===== src/rtl/vga_fb_reader.sv =====
// vga_fb_reader: 640x480@60 VGA timing generator and framebuffer reader.
// Walks the frame with hcnt/vcnt and issues one sequential read address per
// active pixel. The returned byte is shown as 4-bit grayscale. Sync and blank
// flags are delayed to match the fixed read latency of the framebuffer port.
// Read port contract: raddr is presented every clock and is never stalled.
// rdata belongs to the raddr that was presented RD_LAT clocks earlier.
module vga_fb_reader #(
    parameter int H_VISIBLE = 640,
    parameter int H_FRONT   = 16,
    parameter int H_SYNC    = 96,
    parameter int H_BACK    = 48,
    parameter int V_VISIBLE = 480,
    parameter int V_FRONT   = 10,
    parameter int V_SYNC    = 2,
    parameter int V_BACK    = 33,
    parameter int RD_LAT    = 1
) (
    input  logic        clk25,
    input  logic        rst_n,
    input  logic [7:0]  rdata,
    output logic [18:0] raddr,
    output logic [3:0]  vga_r,
    output logic [3:0]  vga_g,
    output logic [3:0]  vga_b,
    output logic        vga_hs,
    output logic        vga_vs,
    output logic        frame_start
);

    localparam int H_TOTAL = H_VISIBLE + H_FRONT + H_SYNC + H_BACK;
    localparam int V_TOTAL = V_VISIBLE + V_FRONT + V_SYNC + V_BACK;
    localparam int HW = $clog2(H_TOTAL);
    localparam int VW = $clog2(V_TOTAL);

    localparam logic [HW-1:0] H_LAST   = HW'(H_TOTAL - 1);
    localparam logic [HW-1:0] H_VIS    = HW'(H_VISIBLE);
    localparam logic [HW-1:0] HS_FIRST = HW'(H_VISIBLE + H_FRONT);
    localparam logic [HW-1:0] HS_LAST  = HW'(H_VISIBLE + H_FRONT + H_SYNC - 1);
    localparam logic [VW-1:0] V_LAST   = VW'(V_TOTAL - 1);
    localparam logic [VW-1:0] V_VIS    = VW'(V_VISIBLE);
    localparam logic [VW-1:0] VS_FIRST = VW'(V_VISIBLE + V_FRONT);
    localparam logic [VW-1:0] VS_LAST  = VW'(V_VISIBLE + V_FRONT + V_SYNC - 1);

    typedef struct packed {
        logic active;
        logic hs_n;
        logic vs_n;
        logic fs;
    } flags_t;

    localparam flags_t FLAGS_RST = '{active: 1'b0, hs_n: 1'b1, vs_n: 1'b1, fs: 1'b0};

    logic [HW-1:0] hcnt_q, hcnt_d;
    logic [VW-1:0] vcnt_q, vcnt_d;
    logic [18:0]   raddr_q, raddr_d;
    flags_t        stage0;
    flags_t        pipe_q [RD_LAT];
    flags_t        pipe_d [RD_LAT];
    logic [3:0]    pix_q, pix_d;
    logic          hs_q, hs_d;
    logic          vs_q, vs_d;
    logic          fs_q, fs_d;
    logic          frame_end;

    // The low nibble of each pixel byte is dropped by the grayscale conversion.
    logic unused_rdata_lo;
    assign unused_rdata_lo = ^rdata[3:0];

    // Counter and address advance; raddr tracks vcnt*H_VISIBLE+hcnt by increments.
    always_comb begin
        frame_end = (hcnt_q == H_LAST) && (vcnt_q == V_LAST);
        hcnt_d    = (hcnt_q == H_LAST) ? '0 : hcnt_q + 1'b1;
        vcnt_d    = vcnt_q;
        if (hcnt_q == H_LAST) begin
            vcnt_d = (vcnt_q == V_LAST) ? '0 : vcnt_q + 1'b1;
        end
        stage0.active = (hcnt_q < H_VIS) && (vcnt_q < V_VIS);
        stage0.hs_n   = !((hcnt_q >= HS_FIRST) && (hcnt_q <= HS_LAST));
        stage0.vs_n   = !((vcnt_q >= VS_FIRST) && (vcnt_q <= VS_LAST));
        stage0.fs     = (hcnt_q == '0) && (vcnt_q == '0);
        raddr_d = raddr_q;
        if (frame_end) begin
            raddr_d = '0;
        end else if (stage0.active) begin
            raddr_d = raddr_q + 19'd1;
        end
    end

    // Flag delay line, then grayscale conversion in the output register.
    always_comb begin
        pipe_d[0] = stage0;
        for (int i = 1; i < RD_LAT; i++) begin
            pipe_d[i] = pipe_q[i-1];
        end
        pix_d = pipe_q[RD_LAT-1].active ? rdata[7:4] : 4'h0;
        hs_d  = pipe_q[RD_LAT-1].hs_n;
        vs_d  = pipe_q[RD_LAT-1].vs_n;
        fs_d  = pipe_q[RD_LAT-1].fs;
    end

    // All state registers with synchronous active-low reset.
    always_ff @(posedge clk25) begin
        if (!rst_n) begin
            hcnt_q  <= '0;
            vcnt_q  <= '0;
            raddr_q <= '0;
            for (int i = 0; i < RD_LAT; i++) begin
                pipe_q[i] <= FLAGS_RST;
            end
            pix_q <= 4'h0;
            hs_q  <= 1'b1;
            vs_q  <= 1'b1;
            fs_q  <= 1'b0;
        end else begin
            hcnt_q  <= hcnt_d;
            vcnt_q  <= vcnt_d;
            raddr_q <= raddr_d;
            for (int i = 0; i < RD_LAT; i++) begin
                pipe_q[i] <= pipe_d[i];
            end
            pix_q <= pix_d;
            hs_q  <= hs_d;
            vs_q  <= vs_d;
            fs_q  <= fs_d;
        end
    end

    assign raddr       = raddr_q;
    assign vga_r       = pix_q;
    assign vga_g       = pix_q;
    assign vga_b       = pix_q;
    assign vga_hs      = hs_q;
    assign vga_vs      = vs_q;
    assign frame_start = fs_q;

endmodule

===== config.mk =====
export PLATFORM = sky130hd
export DESIGN_NAME = vga_fb_reader
export DESIGN_NICKNAME = d
export VERILOG_FILES = /design/src/rtl/vga_fb_reader.sv
export SDC_FILE = /design/constraint.sdc
export NUM_CORES = 1
export LEC_CHECK = 0
export CORE_ASPECT_RATIO = 0.6
export CORE_MARGIN = 1.5
export CORE_UTILIZATION = 55
export CTS_CLUSTER_DIAMETER = 100
export DETAILED_ROUTE_END_ITERATION = 10
export PLACE_DENSITY = 0.86
export RECOVER_POWER = 25
export SKIP_LAST_GASP = 1
export SYNTH_ARGS = -nofsm -noshare
export SYNTH_HDL_FRONTEND = slang
export SYNTH_SLANG_ARGS = --single-unit

===== constraint.sdc =====
create_clock -name clk25 -period 3.5 [get_ports clk25]
set_input_delay 0.525 -clock clk25 [delete_from_list [all_inputs] [get_ports clk25]]
set_output_delay 0.525 -clock clk25 [all_outputs]
set_load 0.05 [all_outputs]

==> results of run 1 <==
path summary, 6_finish.rpt:
check	to	slack, ns	cells past startpoint
worst min-delay path	vga_hs	0.43	1
worst max register to register	vcnt_q[7]	1.04	4
worst max-delay path	vcnt_q[7]	1.04	4
worst min register to register	vga_hs	0.43	1
layout by cell type, fill, tap and decap left out, types with 2 or more instances in the layout:
cell type        count
clkbuf_8             5
and3_1               5
ha_1                 5
or4b_2               2
nand2b_1             2
o41ai_1              2
and2_0               3
or4_1               10
and2_1               2
clkinv_2             2
xnor2_1             10
clkdlybuf4s50_1     33
nor2_1              23
o21ai_0              9
nand2_1             12
xor2_1               7
inv_1                8
dlygate4sd3_1        6
and3b_1              2
nor3_1               4
nor4_1               6
nand4_1             10
dfxtp_1             50
nand3_1             17
a21oi_1             19
and4_1               4
or3_1               10
o31ai_1              8
state kept, by name, indices dropped and copies added (netlist names):
signal,flops
pipe_q,4
vga_vs,1
frame_start,1
raddr,19
vga_b,4
vga_hs,1
vcnt_q,10
hcnt_q,10
worst reg2reg max path, cell delays in order, from the launching register on:
cell and delay, ns:
dfxtp_1 0.48, or4b_4 0.55, or4_1 0.65, or4_1 0.56, a21oi_1 0.16
Yosys cell counts:
cell type / number
or4_1: 10
o21a_1: 1
nand2b_1: 2
and4_1: 4
or3_1: 10
mux2i_1: 1
and3_1: 5
o31ai_1: 8
a21oi_1: 19
or3b_2: 1
and2_1: 5
and3b_1: 2
clkbuf_1: 6
dfxtp_1: 50
nor4b_1: 1
buf_4: 8
nand3b_1: 1
or2_2: 1
nand4b_1: 1
or4b_2: 2
ha_1: 5
or4b_4: 1
a21boi_0: 1
buf_6: 1
a31oi_1: 1
inv_1: 8
buf_2: 3
o21ai_0: 9
o21ai_1: 1
nor2_1: 23
xor2_1: 7
nand2_1: 12
nand3_1: 17
nor3_1: 4
o41ai_1: 2
nor2b_1: 1
nand4_1: 10
nor4_1: 6
xnor2_1: 10
cells by family (layout without fill, tap and decap cells):
logic type	after synthesis	after routing	synth area share, %
compound gates	42	42	10.67
xor+xnor	17	17	6.510
buf+inv	26	56	6.072
mux	1	1	0.4377
fa+ha+maj	5	5	2.735
simple gates	119	119	29.81
flops	50	50	43.76
cell type report:
type,instances,share of cell area [%]
Multi-Input combinational cell,184,41.81
Sequential cell,50,36.48
Timing Repair Buffer,40,14.50
Clock buffer,5,2.508
Tap cell,47,2.143
Clock inverter,3,1.459
Inverter,8,1.094
layer usage:
metal / GRT usage (%) / wire [microns] / up-vias
met5: 0 / 0 / -
met4: 9.677 / 78 / 0
met3: 5.148 / 384 / 8
met2: 37.40 / 2196 / 84
met1: 34.16 / 2547 / 971
li1: - / - / 987
power by group through the flow:
stage / Clock [mW] / Sequential (mW) / Combinational (mW)
after CTS: 0.403 / 0.588 / 0.0836
after global routing: 0.428 / 0.589 / 0.0877
after floorplan: 0 / 0.618 / 0.0396
after global placement: 0 / 0.600 / 0.0815
after detailed placement: 0 / 0.601 / 0.0832
final: 0.401 / 0.587 / 0.0825
through the flow:
| stage | utilization (%) | total power, mW | worst slack [ns] | std cells | hold slack [ns] |
|---|---|---|---|---|---|
| after detailed placement | 68.82 | 0.6842 | 1.089 | 329 | 0.4008 |
| after floorplan | - | 0.6580 | 1.249 | 260 | 0.3863 |
| final | 71.67 | 1.071 | 1.035 | 337 | 0.4265 |
| after global placement | 68.82 | 0.6816 | 1.161 | 329 | 0.3928 |
| after CTS | 71.67 | 1.075 | 1.065 | 337 | 0.4318 |
| after global routing | 71.67 | 1.105 | 0.8827 | 337 | 0.4499 |
==> results.toml, run 1 <==
[global_routing]
grt.total_usage_pct = 24.54
grt_max_degree = 29
grt_pass1_wl_microns = 8362
grt_pass1_vias = 1735
grt_overflow_total = 0
grt_antenna_before_repair = 0

[die]
ios = 44
die_y_microns = 52.95
die_w_microns = 86.25
dieArea_sq_um = 4567
start_util_pct = 59.74
core-area_sq_um = 3829
rows = 17

[worst_setup_path]
startpoint_type = "flip-flop"
cpMaxStageDelayCell = "or4_1"
crit_fanout = 10
reg2reg_from = "hcnt_q[4]"
path_buf_inv = 0
slowest_delay_ns = 0.65
cp-end-kind = "flip-flop"
crit_type = "flip-flop to flip-flop"
cp.arrival_ns = 2.71
cpMostUsedCell = "or4_1"
path_cells = "or4b_4 -> or4_1 -> or4_1 -> a21oi_1"
critPathRequiredTime_ns = 3.75
cp-startpoint = "hcnt_q[4]"
critPathTopFamily = "simple AND/OR/NAND/NOR gates"

[timing]
finalHoldViolations = 0
rsz0062_at_grt = "false"
fin_crit_ns = 2.465
finClkSkew_ns = 0.005542
setup_tns_ns = 0
finalMaxSlewViolations = 0
max_freq_mhz = 405.7
tightest_slew_ns = 0.6273
slew_headroom_pct = 57.86
report.final.setup_viol = 0
post-route-period-util_pct = 70.42

[pwr]
p_switching_uw = 252.3
pwr-share-seq_pct = 54.9
leakagePower_nw = 0.9112
swShare_pct = 23.56
comb_power_share_pct = 7.7
clockPowerShare_pct = 37.4
cellPowerDensity_nw_per_um2 = 390.2
p_int_uw = 818.5
vdd_ir_drop_max_mv = 0.2213

[drt]
routed_wl_microns = 5206
drc = 0
vias = 2050
viasPerCell = 6.083
wl_per_cell_microns = 15.45
ant_nets = 0
drt_iter0_drc = 148
firstDrtPassIters = 4

[placement]
place.gp.congestion = 0.8946
io_buffers = 39
place_area_sq_um = 2635
dp_hpwl_microns = 3723

[clocking]
cts-buffers-inserted = 5
hold_buffers = 0
clock-sinks = 50
cts_setup_buffers = 0
cts-root-buf = "clkbuf_8"
htree_levels = 2
clk_path_buf_depth = 2
cts_tree = "yes"
worstSkewPairLatency_ns = 0.31
ctsResizeCount = 0
path_clk_slew_ns = 0.09

[synth]
synth_area_leader_cell = "dfxtp_1"
synth_area_sq_um = 2287
synth_seq_area_share_pct = 43.76
synth_cell_types = 39
yosys_warnings = 0
synth-seq-cells = 50
synth_area_leaders = "dfxtp_1, a21oi_1, xnor2_1"
syn_avg_cell_area_sq_um = 8.797
syn_inst = 260
synth_top_area_share_pct = 43.76
synth_nets = 275

[finish]
nNetsFinal = 304
n_antenna_cell = 0
drive_gt1_share_pct = 4.828
seqCellArea_sq_um = 1001
final_area_sq_um = 2744
area_delta_synth_final_pct = 19.97
multi_input_area_sq_um = 1147
n_fill_cell = 295

[flow_run]
max-cap-violations = 0

[run_status]
outcome = "finished clean"

[hold_path]
hold_start = "pipe_q[0][2]"
holdCritPathClass = "flip-flop to flip-flop"
No activity file was read; power rests on OpenSTA's default activity.
==> run 2, diff against run 1 <==
--- a/config.mk
+++ b/config.mk
@@ -7,10 +7,10 @@
 export LEC_CHECK = 0
 export CORE_ASPECT_RATIO = 0.6
 export CORE_MARGIN = 1.5
-export CORE_UTILIZATION = 55
+export CORE_UTILIZATION = 46
 export CTS_CLUSTER_DIAMETER = 100
 export DETAILED_ROUTE_END_ITERATION = 10
-export PLACE_DENSITY = 0.86
+export PLACE_DENSITY = 0.77
 export RECOVER_POWER = 25
 export SKIP_LAST_GASP = 1
 export SYNTH_ARGS = -nofsm -noshare
==> constraint.sdc (replaced) <==
create_clock -name clk25 -period 2.24 [get_ports clk25]
set_input_delay 0.336 -clock clk25 [delete_from_list [all_inputs] [get_ports clk25]]
set_output_delay 0.336 -clock clk25 [all_outputs]
set_load 0.05 [all_outputs]
==> run 2 against run 1 <==
- core utilization decreased by 10 points
- die area increased by 19%
- clock skew increased by 0.0066 ns
- sequential power increased by 56%
- global-route usage decreased by 3.0 points
- largest power group unchanged
- largest cell class unchanged
- non-clock buffer count increased by 16
- highest routed layer unchanged
==> results.toml, run 2 (synthesized netlist as in run 1, its figures left out) <==
[clocking]
path_clk_slew_ns = 0.10
cts-root-buf = "clkbuf_8"
worstSkewPairLatency_ns = 0.31
htree_levels = 2
cts_tree = "yes"
ctsResizeCount = 0
clk_path_buf_depth = 2
cts-buffers-inserted = 5
hold_buffers = 0
clock-sinks = 50
cts_setup_buffers = 0

[timing]
rsz0062_at_grt = "false"
tightest_slew_ns = 0.5096
setup_slack_ns = 0.1407
slew_headroom_pct = 65.92
fin_crit_ns = 2.099
finClkSkew_ns = 0.01211
max_freq_mhz = 476.3
setup_tns_ns = 0
report.final.setup_viol = 0
finalHoldViolations = 0
finalMaxSlewViolations = 0
post-route-period-util_pct = 93.72

[die]
core-area_sq_um = 4683
dieArea_sq_um = 5418
start_util_pct = 48.84
ios = 44
die_w_microns = 94.03
die_y_microns = 57.62
rows = 19

[pwr]
pwr-share-seq_pct = 54.4
clockPowerShare_pct = 37.7
leakagePower_nw = 0.9828
cellPowerDensity_nw_per_um2 = 583.8
swShare_pct = 23.72
comb_power_share_pct = 7.9
p_switching_uw = 400.2
vdd_ir_drop_max_mv = 0.3370
p_int_mw = 1.287

[finish]
final_cell_count_no_fill = 369
final_cell_mix = "dfxtp_1, clkdlybuf4s50_1, nor2_1"
nNetsFinal = 320
area_delta_synth_final_pct = 26.37
final_common_cell = "dfxtp_1"
largest_reg_flops = 19
n_antenna_cell = 0
drive_gt1_share_pct = 8.824

[global_routing]
grt_max_degree = 29
grt_pass1_vias = 1766
grt_antenna_before_repair = 0
grt.total_usage_pct = 21.50
grt_pass1_wl_microns = 8804
grt_overflow_total = 0

[worst_setup_path]
critPathRequiredTime_ns = 2.49
slowest_delay_ns = 0.54
crit_fanout = 10
crit_type = "flip-flop to flip-flop"
cp-end-kind = "flip-flop"
startpoint_type = "flip-flop"
cp.arrival_ns = 2.35
reg2reg_from = "hcnt_q[7]"
path_cells = "or4b_4 -> or4_4 -> or4_1 -> a21oi_1"
cp-startpoint = "hcnt_q[7]"
cpMaxStageDelayCell = "or4b_4"

[drt]
routed_wl_microns = 5318
ant_nets = 0
firstDrtPassIters = 4
viasPerCell = 5.572
wl_per_cell_microns = 14.41
vias = 2056
drc = 0
drt_iter0_drc = 117

[flow_run]
max-cap-violations = 0

[placement]
io_buffers = 39
dp_hpwl_microns = 3906
place.gp.congestion = 0.8378
dp_slack_ns = 0.09106
place_inst = 361

[run_status]
outcome = "finished clean"

[hold_path]
hold_start = "pipe_q[0][2]"
holdCritPathClass = "flip-flop to flip-flop"
==> run 2: changes by cell type in the layout (fill, tap and decap cells not counted), sizes merged <==
cell / delta
clkinvlp: +1
buf: +13
clkinv: -2
clkdlybuf4s50: -1
dlygate4sd3: +1
clkbuf: +4
==> run 2: stage by stage <==
stage | util (%) | total power, mW | hold WS, ns | cell area (sq um)
finish | 61.72 | 1.687 | 0.4126 | 2890
global route | 61.72 | 1.748 | 0.4307 | 2890
CTS | 61.96 | 1.703 | 0.4172 | 2902
detailed placement | 59.60 | 1.075 | 0.3960 | 2791
global placement | 59.60 | 1.072 | 0.3898 | 2791
floorplan | - | 1.028 | 0.3863 | 2297
==> run 2: power by group through the flow <==
stage               Sequential [mW]  Clock, mW  Combinational (mW)
finish                        0.918      0.636               0.134
global route                  0.921      0.684               0.143
CTS                           0.918      0.648               0.137
detailed placement            0.939          0               0.136
global placement              0.938          0               0.134
floorplan                     0.966          0              0.0619
==> run 2: final cells by class <==
type	count	area (sq um)
clock buffer	6	72.57
clock inverter	2	37.54
fill	404	1793
inverter	8	30.03
multi-input combinational	184	1151
sequential	50	1001
tap	63	78.83
timing repair buffer	56	519.2
==> run 2: path summary, 6_finish.rpt <==
kind	depth (start not counted)	slack, ns	end
worst max-delay path	4	0.14	vcnt_q[9]
worst min-delay path	1	0.41	vga_hs
worst max register to register	4	0.14	vcnt_q[9]
worst min register to register	1	0.41	vga_hs
==> run 2: worst max-delay path: cells and delay by family (launching register included) <==
| family | cells | cell delay (ns) |
|---|---|---|
| AND/OR/NAND/NOR | 3 | 1.56 |
| flip-flops | 1 | 0.32 |
| AO/OA/AOI/OAI | 1 | 0.16 |
==> run 2: layer usage <==
metal	part of all wire [%]	wire length, microns	GRT usage (%)
met1	51	2731	34.47
met2	39	2074	26.81
met3	8.1	430	4.987
met4	1.5	82	8.955
met5	0	0	0
